[config.mk]
export PLATFORM = sky130hd
export DESIGN_NAME = decodificador_teclas
export DESIGN_NICKNAME = d
export VERILOG_FILES = /design/src/rtl/decodificador_teclas_pkg.sv /design/src/rtl/fifo_teclas.sv /design/src/rtl/decodificador_teclas.sv
export SDC_FILE = /design/constraint.sdc
export NUM_CORES = 1
export LEC_CHECK = 0
export ABC_AREA = 1
export BUFFER_PORTS_ARGS = -buffer_cell sky130_fd_sc_hd__buf_4
export CAP_MARGIN = 25
export CORE_ASPECT_RATIO = 0.8
export CORE_UTILIZATION = 45
export CTS_BUF_LIST = sky130_fd_sc_hd__clkbuf_2 sky130_fd_sc_hd__clkbuf_4 sky130_fd_sc_hd__clkbuf_8
export CTS_CLUSTER_DIAMETER = 60
export DETAILED_ROUTE_END_ITERATION = 8
export PLACE_DENSITY_LB_ADDON = 0.08
export SLEW_MARGIN = 10
export SYNTH_ARGS = -nofsm -noshare
export SYNTH_HDL_FRONTEND = slang
export SYNTH_SLANG_ARGS = --single-unit
[constraint.sdc]
create_clock -name clk -period 2.5 [get_ports clk]
set_clock_uncertainty 0.2 [all_clocks]
set_input_delay 0.5 -clock clk [delete_from_list [all_inputs] [get_ports clk]]
set_output_delay 0.5 -clock clk [all_outputs]
set_load 0.03 [all_outputs]
[src/rtl/decodificador_teclas_pkg.sv]
// Shared definitions for the PS/2 scan-code decoder: prefix FSM states,
// the special scan-code bytes and the width of one decoded event.
package decodificador_teclas_pkg;

  typedef enum logic [1:0] {
    ST_IDLE    = 2'd0,
    ST_EXT     = 2'd1,
    ST_BRK     = 2'd2,
    ST_EXT_BRK = 2'd3
  } estado_e;

  localparam logic [7:0] SC_E0     = 8'hE0;
  localparam logic [7:0] SC_F0     = 8'hF0;
  localparam logic [7:0] SC_E1     = 8'hE1;
  localparam logic [7:0] SC_AA     = 8'hAA;
  localparam logic [7:0] SC_FA     = 8'hFA;
  localparam logic [7:0] SC_FE     = 8'hFE;
  localparam logic [7:0] SC_LSHIFT = 8'h12;
  localparam logic [7:0] SC_RSHIFT = 8'h59;

  // One event is {ext, break, code}
  localparam int ENTRY_W = 10;

  // Keyboard housekeeping bytes that carry no key information when no prefix is pending
  function automatic logic es_descartable(input logic [7:0] b);
    return (b == SC_AA) || (b == SC_FA) || (b == SC_FE) || (b == SC_E1);
  endfunction

endpackage

[src/rtl/fifo_teclas.sv]
// Small first-word-fall-through FIFO for decoded key events. The head entry
// is kept in a register so it is visible the cycle after it is written, and
// it keeps the last popped value while the FIFO is empty.
module fifo_teclas #(
  parameter int DEPTH_LOG2 = 2,
  parameter int WIDTH      = 10
) (
  input  logic             clk,
  input  logic             reset,
  input  logic             wr_i,
  input  logic [WIDTH-1:0] wdata_i,
  input  logic             rd_i,
  output logic [WIDTH-1:0] rdata_o,
  output logic             empty_o,
  output logic             full_o,
  output logic             overflow_o
);

  localparam int DEPTH = 1 << DEPTH_LOG2;
  localparam int CW    = DEPTH_LOG2 + 1;
  localparam logic [CW-1:0] DEPTH_CNT = CW'(DEPTH);

  logic [WIDTH-1:0]      mem_q [DEPTH];
  logic [DEPTH_LOG2-1:0] wr_ptr_q, wr_ptr_d;
  logic [DEPTH_LOG2-1:0] rd_ptr_q, rd_ptr_d;
  logic [CW-1:0]         count_q, count_d, count_after_pop;
  logic [WIDTH-1:0]      head_q, head_d;
  logic                  overflow_q, overflow_d;
  logic                  do_pop, do_write, drop;

  // Work out pop/write/drop for this edge and the resulting head entry
  always_comb begin
    do_pop          = rd_i && (count_q != '0);
    do_write        = wr_i && ((count_q != DEPTH_CNT) || do_pop);
    drop            = wr_i && (count_q == DEPTH_CNT) && !do_pop;
    count_after_pop = count_q - CW'(do_pop);
    count_d         = count_after_pop + CW'(do_write);
    rd_ptr_d        = rd_ptr_q + DEPTH_LOG2'(do_pop);
    wr_ptr_d        = wr_ptr_q + DEPTH_LOG2'(do_write);
    overflow_d      = overflow_q | drop;
    head_d          = head_q;
    if (count_after_pop == '0) begin
      if (do_write) head_d = wdata_i;
    end else begin
      head_d = mem_q[rd_ptr_d];
    end
  end

  // Storage array; contents need no reset because count guards every read
  always_ff @(posedge clk) begin
    if (do_write) mem_q[wr_ptr_q] <= wdata_i;
  end

  // Pointers, occupancy, registered head and sticky overflow flag
  always_ff @(posedge clk or negedge reset) begin
    if (!reset) begin
      wr_ptr_q   <= '0;
      rd_ptr_q   <= '0;
      count_q    <= '0;
      head_q     <= '0;
      overflow_q <= 1'b0;
    end else begin
      wr_ptr_q   <= wr_ptr_d;
      rd_ptr_q   <= rd_ptr_d;
      count_q    <= count_d;
      head_q     <= head_d;
      overflow_q <= overflow_d;
    end
  end

  assign rdata_o    = head_q;
  assign empty_o    = (count_q == '0);
  assign full_o     = (count_q == DEPTH_CNT);
  assign overflow_o = overflow_q;

endmodule

[src/rtl/decodificador_teclas.sv]
// PS/2 scan-code decoder: folds E0/F0 prefixes into {ext, break, code}
// events, queues them in fifo_teclas and tracks the shift keys.
module decodificador_teclas
  import decodificador_teclas_pkg::*;
#(
  parameter int DEPTH_LOG2 = 2
) (
  input  logic       clk,
  input  logic       reset,
  input  logic       rx_done_tick,
  input  logic [7:0] scan_in,
  input  logic       rd,
  output logic [7:0] key_code,
  output logic       key_ext,
  output logic       key_break,
  output logic       empty,
  output logic       full,
  output logic       overflow,
  output logic       shift
);

  estado_e              state_q;
  logic                 emit, emit_ext, emit_brk;
  logic                 lshift_q, rshift_q;
  logic [ENTRY_W-1:0]   head;
  logic                 es_prefijo;

  // Decide whether the incoming byte completes an event and which flags it carries
  always_comb begin
    emit       = 1'b0;
    emit_ext   = 1'b0;
    emit_brk   = 1'b0;
    es_prefijo = (scan_in == SC_E0) || (scan_in == SC_F0);
    if (rx_done_tick && !es_prefijo) begin
      unique case (state_q)
        ST_IDLE:    emit = !es_descartable(scan_in);
        ST_EXT:     begin emit = 1'b1; emit_ext = 1'b1; end
        ST_BRK:     begin emit = 1'b1; emit_brk = 1'b1; end
        ST_EXT_BRK: begin emit = 1'b1; emit_ext = 1'b1; emit_brk = 1'b1; end
        default:    emit = 1'b0;
      endcase
    end
  end

  // Prefix FSM: remembers pending E0 / F0 until a key byte arrives
  always_ff @(posedge clk or negedge reset) begin
    if (!reset) begin
      state_q <= ST_IDLE;
    end else if (rx_done_tick) begin
      unique case (state_q)
        ST_IDLE: begin
          if (scan_in == SC_E0)      state_q <= ST_EXT;
          else if (scan_in == SC_F0) state_q <= ST_BRK;
          else                       state_q <= ST_IDLE;
        end
        ST_EXT: begin
          if (scan_in == SC_F0)      state_q <= ST_EXT_BRK;
          else if (scan_in == SC_E0) state_q <= ST_EXT;
          else                       state_q <= ST_IDLE;
        end
        ST_BRK: begin
          if (scan_in == SC_E0)      state_q <= ST_EXT_BRK;
          else if (scan_in == SC_F0) state_q <= ST_BRK;
          else                       state_q <= ST_IDLE;
        end
        ST_EXT_BRK: begin
          if (es_prefijo) state_q <= ST_EXT_BRK;
          else            state_q <= ST_IDLE;
        end
        default: state_q <= ST_IDLE;
      endcase
    end
  end

  // Shift tracking follows every plain make/break, even if the FIFO drops the event
  always_ff @(posedge clk or negedge reset) begin
    if (!reset) begin
      lshift_q <= 1'b0;
      rshift_q <= 1'b0;
    end else if (emit && !emit_ext) begin
      if (scan_in == SC_LSHIFT) lshift_q <= !emit_brk;
      if (scan_in == SC_RSHIFT) rshift_q <= !emit_brk;
    end
  end

  assign shift = lshift_q | rshift_q;

  fifo_teclas #(
    .DEPTH_LOG2 (DEPTH_LOG2),
    .WIDTH      (ENTRY_W)
  ) u_fifo (
    .clk        (clk),
    .reset      (reset),
    .wr_i       (emit),
    .wdata_i    ({emit_ext, emit_brk, scan_in}),
    .rd_i       (rd),
    .rdata_o    (head),
    .empty_o    (empty),
    .full_o     (full),
    .overflow_o (overflow)
  );

  assign key_ext   = head[9];
  assign key_break = head[8];
  assign key_code  = head[7:0];

endmodule

==> impl_metrics.py, run 1 <==
metrics = {
    "synthesis": {
        "ys_ff_latch": 62,
        "syn-num-nets": 286,
        "yosys.cell_count.top_type": "nand2_1",
        "synthTopCellsByCount": "61 x nand2_1, 40 x edfxtp_1, 34 x inv_1, 22 x dfrtp_1, 19 x nor2_1",
        "synth_top_area_share": 0.4248,
        "synthArstFlopShare": 0.3548,
        "syn_area_um2": 2828,
        "synth_cells": 268,
        "synth_edf_count": 40,
        "yosysSeqAreaShare": 0.6195,
        "synth_area_leaders": "edfxtp_1 42%, dfrtp_1 19%, nand2_1 8.1%, inv_1 4.5%, mux2_2 2.8%",
        "synth.avg_cell_area_um2": 10.55,
        "synth_ff_type": "edfxtp_1",
        "yosysTopAreaCell": "edfxtp_1",
        "synth_cell_types": 32,
        "yosysWarningCount": 0,
    },
    "detailed_routing": {
        "drt-total-wl_mm": 5.839,
        "drt_iter0_markers": 120,
        "drt-pass1-iter-count": 4,
        "drc": 0,
        "via_per_inst": 4.980,
        "routedWlPerCell_um": 14.63,
        "ant_nets": 0,
        "vias": 1987,
    },
    "worst_setup_path": {
        "path_max_fanout": 7,
        "crit_chain": "nor3_4 > nor2_2 > ha_2 > ha_2 > or2_4 > nand4_1 > clkinvlp_4 > buf_4 > nand3_1 > nand2_1",
        "cp.required_ps": 2540,
        "crit_type": "flip-flop to flip-flop",
        "cp.buffers_inverters": 2,
        "worst_path_most_repeated_cell": "ha_2",
        "cp-start-kind": "flip-flop",
        "end_kind": "flip-flop",
        "critical_path.top_delay_family": "simple AND/OR/NAND/NOR gates",
        "cp.arrival_ps": 2410,
        "cp_slowest_cell": "dfrtp_1",
        "critPathMaxStageDelay_ps": 410,
    },
    "pwr": {
        "switching_share": 0.3933,
        "p_int_mw": 2.730,
        "power_mw": 4.501,
        "pwr-share-clk": 0.193,
        "p_leak_nw": 1.503,
        "cellPowerDensity_nw_per_um2": 1307,
        "p_seq_frac": 0.343,
        "p_sw_mw": 1.770,
        "max-vdd-ir-drop_mv": 0.4340,
        "p_comb_frac": 0.464,
    },
    "timing": {
        "maxSlewHeadroom": 0.7030,
        "max_freq_mhz": 422.1,
        "period_needed_ps": 2369,
        "fin_crit_sh": 0.9475,
        "hold_viol": 0,
        "tns_ps": 0,
        "grt_setup_unrepaired": "no",
        "tightest_slew_ps": 439.4,
        "worst_hold_slack_ps": 173.3,
        "drv_slew": 0,
        "setup_viol": 0,
    },
    "die": {
        "row_count": 25,
        "dieArea_um2": 6607,
        "io_pins": 26,
        "dieHeight_um": 72.90,
        "die_x_um": 90.63,
        "floorplan.initialDensity": 0.4733,
        "core_area_um2": 5974,
    },
    "clock_network": {
        "clockBufferDepth": 2,
        "cts_inserted_buffers": 9,
        "cts_root_buf": "clkbuf_8",
        "clkSinkCount": 62,
        "path_clk_slew_ps": 70,
        "worstSkewPairLatency_ps": 340,
        "cts_tree": "done",
        "cts_htree_levels": 3,
    },
    "cells_and_area": {
        "final-seq-area_um2": 1753,
        "multi_input_area_um2": 928.4,
        "layout.nets": 331,
        "drive_gt1_frac": 0.2453,
        "finalInstanceArea_um2": 3445,
        "diodes": 0,
        "fill_cells": 502,
        "area.growth.synth_to_final_pct": 21.81,
    },
    "hold_path": {
        "hold_class": "input pin to flip-flop",
    },
    "grt": {
        "grt_pass1_wl_mm": 9.321,
        "grtUsageTotal": 0.1954,
        "grt_max_degree": 31,
        "gr-total-overflow": 0,
        "antenna_found_initial": 0,
        "grt_pass1_vias": 1838,
    },
    "placement": {
        "globalplace.congestion": 0.8647,
        "hpwl_mm": 4.027,
        "placed_cell_area_um2": 3169,
        "io_buffers": 25,
    },
    "job": {
        "maxCapViolCount": 0,
    },
    "run_status": {
        "status": "complete, no violations",
    },
}
cells in the final DEF (no fill, tap or decap), types with 2 or more instances in the layout:
cell	netlist	layout
a31oi_1	2	2
buf_4	1	37
clkbuf_8	0	10
clkinvlp_4	0	5
dfrtp_1	22	21
edfxtp_1	40	40
ha_1	6	4
ha_2	0	2
inv_1	34	33
mux2_2	7	7
mux2i_1	4	4
nand2_1	61	61
nand2_2	3	2
nand3_1	15	15
nand4_1	5	5
nor2_1	19	18
nor2_2	1	2
nor3_1	6	4
o211ai_1	4	4
o21ai_0	15	13
o21ai_1	0	2
o22ai_1	4	4
or2_4	1	2
xnor2_1	2	2
metrics by stage:
stage,util,std cells,setup WS (ps)
after global routing,0.5765,399,40.57
after CTS,0.5654,393,92.90
after floorplan,-,268,-123.6
after detailed placement,0.5305,376,77.91
final,0.5765,399,131.1
after global placement,0.5305,376,106.5
state kept, by name, indices dropped and copies added (netlist names):
name / flops
u_fifo.overflow_o: 1
u_fifo.rd_ptr_q: 2
u_fifo.count_q: 3
u_fifo.mem_q: 40
u_fifo.rdata_o: 10
u_fifo.wr_ptr_q: 2
lshift_q: 1
state_q: 2
rshift_q: 1
worst paths after layout:
kind | start | to | slack, ps | cells after the start
max reg2reg | u_fifo.count_q[1] | u_fifo.rdata_o[0] | 130 | 10
min reg2reg | lshift_q | lshift_q | 280 | 2
min | scan_in[5] | u_fifo.mem_q[1][5] | 170 | 1
min in group asynchronous | reset | u_fifo.rdata_o[2] | 390 | 2
max in group asynchronous | reset | u_fifo.count_q[0] | 1460 | 2
max | u_fifo.count_q[1] | u_fifo.rdata_o[0] | 130 | 10
timing repair:
item | in CTS | in global routing
hold buffers | 1 | 0
setup endpoints to repair | 0 | 10
gates resized for setup | 0 | 11
endpoints found under the hold margin | 22 | 0
buffers inserted | 0 | 4
layout make-up:
class | instances | share of cell area
tap | 81 | 0.02942
clock inverter | 6 | 0.01780
inverter | 34 | 0.03814
timing repair buffer | 41 | 0.09408
multi-input combinational | 164 | 0.2695
clock buffer | 10 | 0.03996
sequential | 62 | 0.5089
timing repair inverter | 1 | 0.002179
cell families after synthesis:
| logic type | share of synthesized area |
|---|---|
| flip-flops | 0.6195 |
| AO/OA/AOI/OAI | 0.05486 |
| multiplexers | 0.04204 |
| XOR/XNOR | 0.009294 |
| AND/OR/NAND/NOR | 0.1845 |
| buffers and inverters | 0.06327 |
| adder cells (fa/ha/maj) | 0.02655 |
layer usage:
| metal | vias up | routed length [um] | track usage |
|---|---|---|---|
| met1 | 924 | 2892 | 0.2771 |
| met4 | 0 | 89 | 0.07348 |
| met5 | - | 0 | 0 |
| met2 | 62 | 2415 | 0.2710 |
| li1 | 993 | - | - |
| met3 | 8 | 442 | 0.07500 |
power by group through the flow:
stage | Sequential, mW | Clock [mW] | Combinational (mW)
after floorplan | 1.72 | 0 | 1.16
after global placement | 1.56 | 0 | 1.95
after detailed placement | 1.57 | 0 | 1.97
after CTS | 1.55 | 0.889 | 1.97
after global routing | 1.57 | 0.925 | 2.31
final | 1.54 | 0.868 | 2.09
No activity file was read; power rests on OpenSTA's default activity.
==> run 2: changes to the inputs <==
--- a/config.mk
+++ b/config.mk
@@ -8,7 +8,7 @@
 export ABC_AREA = 1
 export BUFFER_PORTS_ARGS = -buffer_cell sky130_fd_sc_hd__buf_4
 export CAP_MARGIN = 25
-export CORE_ASPECT_RATIO = 0.8
+export CORE_ASPECT_RATIO = 1.75
 export CORE_UTILIZATION = 45
 export CTS_BUF_LIST = sky130_fd_sc_hd__clkbuf_2 sky130_fd_sc_hd__clkbuf_4 sky130_fd_sc_hd__clkbuf_8
 export CTS_CLUSTER_DIAMETER = 60
==> impl_metrics.py, run 2 (same netlist as run 1, synthesis figures left out) <==
metrics = {
    "worst_setup_path": {
        "cp-start-kind": "flip-flop",
        "path_max_fanout": 8,
        "crit_type": "flip-flop to flip-flop",
        "cp.required_ps": 2580,
        "end_kind": "flip-flop",
        "cp.arrival_ps": 2440,
    },
    "detailed_routing": {
        "ant_nets": 0,
        "vias": 1938,
        "drt-pass1-iter-count": 4,
        "routedWlPerCell_um": 14.95,
        "drt_iter0_markers": 71,
        "drt-total-wl_mm": 5.890,
        "drc": 0,
        "via_per_inst": 4.919,
    },
    "die": {
        "io_pins": 26,
        "floorplan.initialDensity": 0.4735,
        "die_x_um": 61.92,
        "core_area_um2": 5972,
        "dieArea_um2": 6617,
        "row_count": 37,
        "dieHeight_um": 106.9,
    },
    "timing": {
        "tns_ps": 0,
        "finalWorstSetupSlack_ps": 142.2,
        "tightest_slew_ps": 594.9,
        "max_freq_mhz": 424.1,
        "period_needed_ps": 2358,
        "maxSlewHeadroom": 0.5978,
        "worst_hold_slack_ps": 177.0,
        "hold_viol": 0,
        "drv_slew": 0,
        "fin_crit_sh": 0.9431,
        "setup_viol": 0,
    },
    "grt": {
        "gr-total-overflow": 0,
        "grtUsageTotal": 0.2027,
        "antenna_found_initial": 0,
        "grt_pass1_wl_mm": 9.059,
        "grt_max_degree": 31,
        "grt_pass1_vias": 1851,
    },
    "placement": {
        "post-place-ws_ps": 113.8,
        "globalplace.congestion": 0.8206,
        "placed_cell_area_um2": 3166,
        "hpwl_mm": 4.016,
        "dp.cells": 373,
        "io_buffers": 25,
    },
    "cells_and_area": {
        "area.growth.synth_to_final_pct": 20.40,
        "final_core_util": 0.5701,
        "drive_gt1_frac": 0.2342,
        "largest_reg_flops": 40,
        "final_common_cell": "nand2_1",
        "finalInstanceArea_um2": 3405,
        "layout.nets": 329,
        "top_register": "u_fifo.mem_q",
        "fill_cells": 521,
        "final_cell_mix": "61 x nand2_1, 40 x edfxtp_1, 35 x buf_4",
        "diodes": 0,
        "stdcell_count": 394,
    },
    "clock_network": {
        "cts_root_buf": "clkbuf_8",
        "clockBufferDepth": 2,
        "worstSkewPairLatency_ps": 340,
        "cts_inserted_buffers": 9,
        "cts_tree": "done",
        "clkSinkCount": 62,
        "cts_htree_levels": 3,
        "path_clk_slew_ps": 70,
    },
    "run_status": {
        "status": "complete, no violations",
    },
    "job": {
        "maxCapViolCount": 0,
    },
    "hold_path": {
        "hold_class": "input pin to flip-flop",
    },
    "pwr": {
        "max-vdd-ir-drop_mv": 0.4698,
        "cellPowerDensity_nw_per_um2": 1282,
        "p_leak_nw": 1.495,
        "power_mw": 4.365,
    },
}
-- run 2: final timing paths --
path | from | end | slack, ps | cells after the start
max | u_fifo.count_q[1] | u_fifo.rdata_o[0] | 140 | 11
min | scan_in[5] | u_fifo.mem_q[3][5] | 180 | 1
max reg2reg | u_fifo.count_q[1] | u_fifo.rdata_o[0] | 140 | 11
min reg2reg | u_fifo.overflow_o | u_fifo.overflow_o | 280 | 1
max in group asynchronous | reset | u_fifo.count_q[0] | 1480 | 2
min in group asynchronous | reset | u_fifo.wr_ptr_q[0] | 380 | 2
-- run 2: cell type report --
class	count	area [um^2]	share of cell area
inverters	34	127.6	0.03749
clock inverters	7	65.06	0.01911
well taps	78	97.59	0.02867
repair buffers	40	320.3	0.09408
clock buffers	9	123.9	0.03638
multi-input cells	164	915.9	0.2690
flip-flops and latches	62	1754	0.5153
-- run 2: per-layer routing --
layer	global-route usage	wire, um	vias up
li1	-	-	987
met1	0.2441	2474	898
met2	0.3333	3092	43
met3	0.03981	197	10
met4	0.1000	125	0
met5	0	0	-
-- run 2: worst max-delay path, stage by stage, from the launching register on --
cell	delay (ps)
dfrtp_2	430
nor3_4	200
nor2_2	60
ha_1	180
ha_1	190
or2_2	300
nand4_1	170
buf_2	250
nor2_1	60
a31oi_1	140
nand2_1	70
nand2_1	60
-- run 2: repair_timing --
| item | in CTS | in global routing |
|---|---|---|
| hold buffers | 1 | 0 |
| gates resized for setup | 0 | 7 |
| endpoints found under the setup margin | 0 | 4 |
| hold endpoints to repair | 22 | 0 |
| setup buffers | 0 | 3 |
-- run 2: report_power, final --
group / internal (mW) / total, mW / switching (mW)
Sequential: 1.41 / 1.56 / 0.147
Combinational: 0.804 / 1.97 / 1.17
Clock: 0.450 / 0.835 / 0.385
==> run 3: changes to the inputs <==
==> constraint.sdc (replaced) <==
create_clock -name clk -period 2.09 [get_ports clk]
set_clock_uncertainty 0.2 [all_clocks]
set_input_delay 0.418 -clock clk [delete_from_list [all_inputs] [get_ports clk]]
set_output_delay 0.418 -clock clk [all_outputs]
set_load 0.03 [all_outputs]
==> impl_metrics.py, run 3 (same netlist as run 1, synthesis figures left out) <==
metrics = {
    "grt": {
        "grt_pass1_vias": 2138,
        "grtUsageTotal": 0.2311,
        "use_met2": 0.3802,
        "grt_pass1_wl_mm": 10.38,
        "gr-total-overflow": 0,
        "grt_max_degree": 23,
        "grt_busiest_layer": "met2",
        "antenna_found_initial": 0,
        "met1_usage": 0.2685,
        "use_met3": 0.05066,
    },
    "worst_setup_path": {
        "crit_chain": "nor3_4 > nor2_2 > ha_2 > ha_4 > or2_4 > nand4_1 > buf_6 > nor2_1 > a31oi_1 > nand2_1 > nand2_1",
        "cp.required_ps": 2170,
        "crit_type": "flip-flop to flip-flop",
        "cp_slowest_cell": "dfrtp_1",
        "cp.arrival_ps": 2300,
        "path_max_fanout": 9,
        "worst_path_most_repeated_cell": "nand2_1",
        "critPathMaxStageDelay_ps": 400,
        "cp-start-kind": "flip-flop",
        "end_kind": "flip-flop",
    },
    "cells_and_area": {
        "finalInstanceArea_um2": 3727,
        "final_cell_mix": "60 x nand2_1, 57 x buf_4, 40 x edfxtp_1",
        "layout.nets": 354,
        "fill_cells": 482,
        "drive_gt1_frac": 0.3109,
        "diodes": 0,
        "top_register": "u_fifo.mem_q",
        "final_common_cell": "nand2_1",
        "stdcell_count": 419,
        "area.growth.synth_to_final_pct": 31.81,
        "final_core_util": 0.6241,
        "largest_reg_flops": 40,
    },
    "timing": {
        "tightest_slew_ps": 409.7,
        "hold_viol": 0,
        "max_freq_mhz": 449.9,
        "worst_hold_slack_ps": 187.1,
        "setup_viol": 10,
        "drv_slew": 0,
        "maxSlewHeadroom": 0.7231,
        "finalWorstSetupSlack_ps": -132.9,
        "period_needed_ps": 2223,
        "grt_setup_unrepaired": "yes",
        "fin_crit_sh": 1.064,
    },
    "job": {
        "maxCapViolCount": 0,
    },
    "pwr": {
        "power_mw": 5.651,
        "max-vdd-ir-drop_mv": 0.7297,
        "cellPowerDensity_nw_per_um2": 1516,
        "p_leak_nw": 1.667,
    },
    "run_status": {
        "failed_checks": "negative setup slack",
        "status": "finished, violations left",
    },
    "clock_network": {
        "clkSinkCount": 62,
        "cts_inserted_buffers": 9,
        "cts_tree": "done",
        "path_clk_slew_ps": 70,
        "clockBufferDepth": 2,
        "cts_setup_buffers": 0,
        "cts_root_buf": "clkbuf_8",
        "worstSkewPairLatency_ps": 340,
        "cts_htree_levels": 3,
    },
    "detailed_routing": {
        "drt-total-wl_mm": 6.379,
        "drt-pass1-iter-count": 4,
        "via_per_inst": 4.938,
        "routedWlPerCell_um": 15.22,
        "ant_nets": 0,
        "drc": 0,
        "vias": 2069,
        "drt_iter0_markers": 105,
    },
    "placement": {
        "placed_cell_area_um2": 3511,
        "dp.cells": 402,
        "globalplace.congestion": 0.7994,
        "io_buffers": 25,
        "hpwl_mm": 4.712,
    },
    "die": {
        "dieHeight_um": 106.9,
        "dieArea_um2": 6617,
        "core_area_um2": 5972,
        "floorplan.initialDensity": 0.4735,
        "io_pins": 26,
        "row_count": 37,
        "die_x_um": 61.92,
    },
    "hold_path": {
        "hold_class": "input pin to flip-flop",
    },
}
run 3: cell types whose count changed in the layout (fill, tap and decap cells not counted), sizes merged:
cell,delta
clkinvlp,-2
buf,+25
clkinv,-1
clkbuf,+3
run 3: layout make-up:
type,instances,area (um^2),area share
sequential,62,1752,0.4700
tap,78,97.59,0.02618
inverter,34,127.6,0.03424
clock inverter,4,47.55,0.01276
clock buffer,12,152.6,0.04095
timing repair buffer,65,569.3,0.1527
multi-input combinational,164,980.9,0.2632
run 3: worst paths after layout:
path | startpoint | end | slack (ps) | cells past startpoint
setup / recovery | u_fifo.count_q[0] | u_fifo.rdata_o[4] | -130 | 11
hold / removal | scan_in[5] | u_fifo.mem_q[2][5] | 190 | 2
setup reg to reg | u_fifo.count_q[0] | u_fifo.rdata_o[4] | -130 | 11
hold reg to reg | lshift_q | lshift_q | 280 | 2
max in group asynchronous | reset | lshift_q | 1170 | 2
min in group asynchronous | reset | u_fifo.rdata_o[0] | 300 | 2
run 3: what timing repair did:
item,in CTS,in global routing
gates resized for setup,5,1
pin swaps,0,0
gates cloned,0,0
endpoints found under the setup margin,10,11
hold buffers,1,0
endpoints found under the hold margin,22,0
run 3: through the flow:
stage                     setup WS, ps  setup TNS (ps)
after global placement          -175.8           -6454
after detailed placement        -181.1           -8205
after global routing            -276.2           -2422
after floorplan                 -255.8           -2976
after CTS                       -135.1           -1002
final                           -132.9          -848.3
run 3: worst max-delay path, delay by kind of cell (launching register included):
kind | cells | cell delay [ps]
compound gates | 1 | 180
fa+ha+maj | 2 | 340
buf+inv | 1 | 160
flops | 1 | 400
simple gates | 7 | 860
run 3: power breakdown:
part | switching [mW] | internal [mW]
Sequential | 0.180 | 1.68
Clock | 0.461 | 0.606
Combinational | 1.55 | 1.18
run 3: layer usage:
layer | vias to the layer above | share of wire
met5 | - | 0
met3 | 14 | 0.025
met1 | 971 | 0.41
li1 | 1040 | -
met4 | 0 | 0.028
met2 | 44 | 0.54
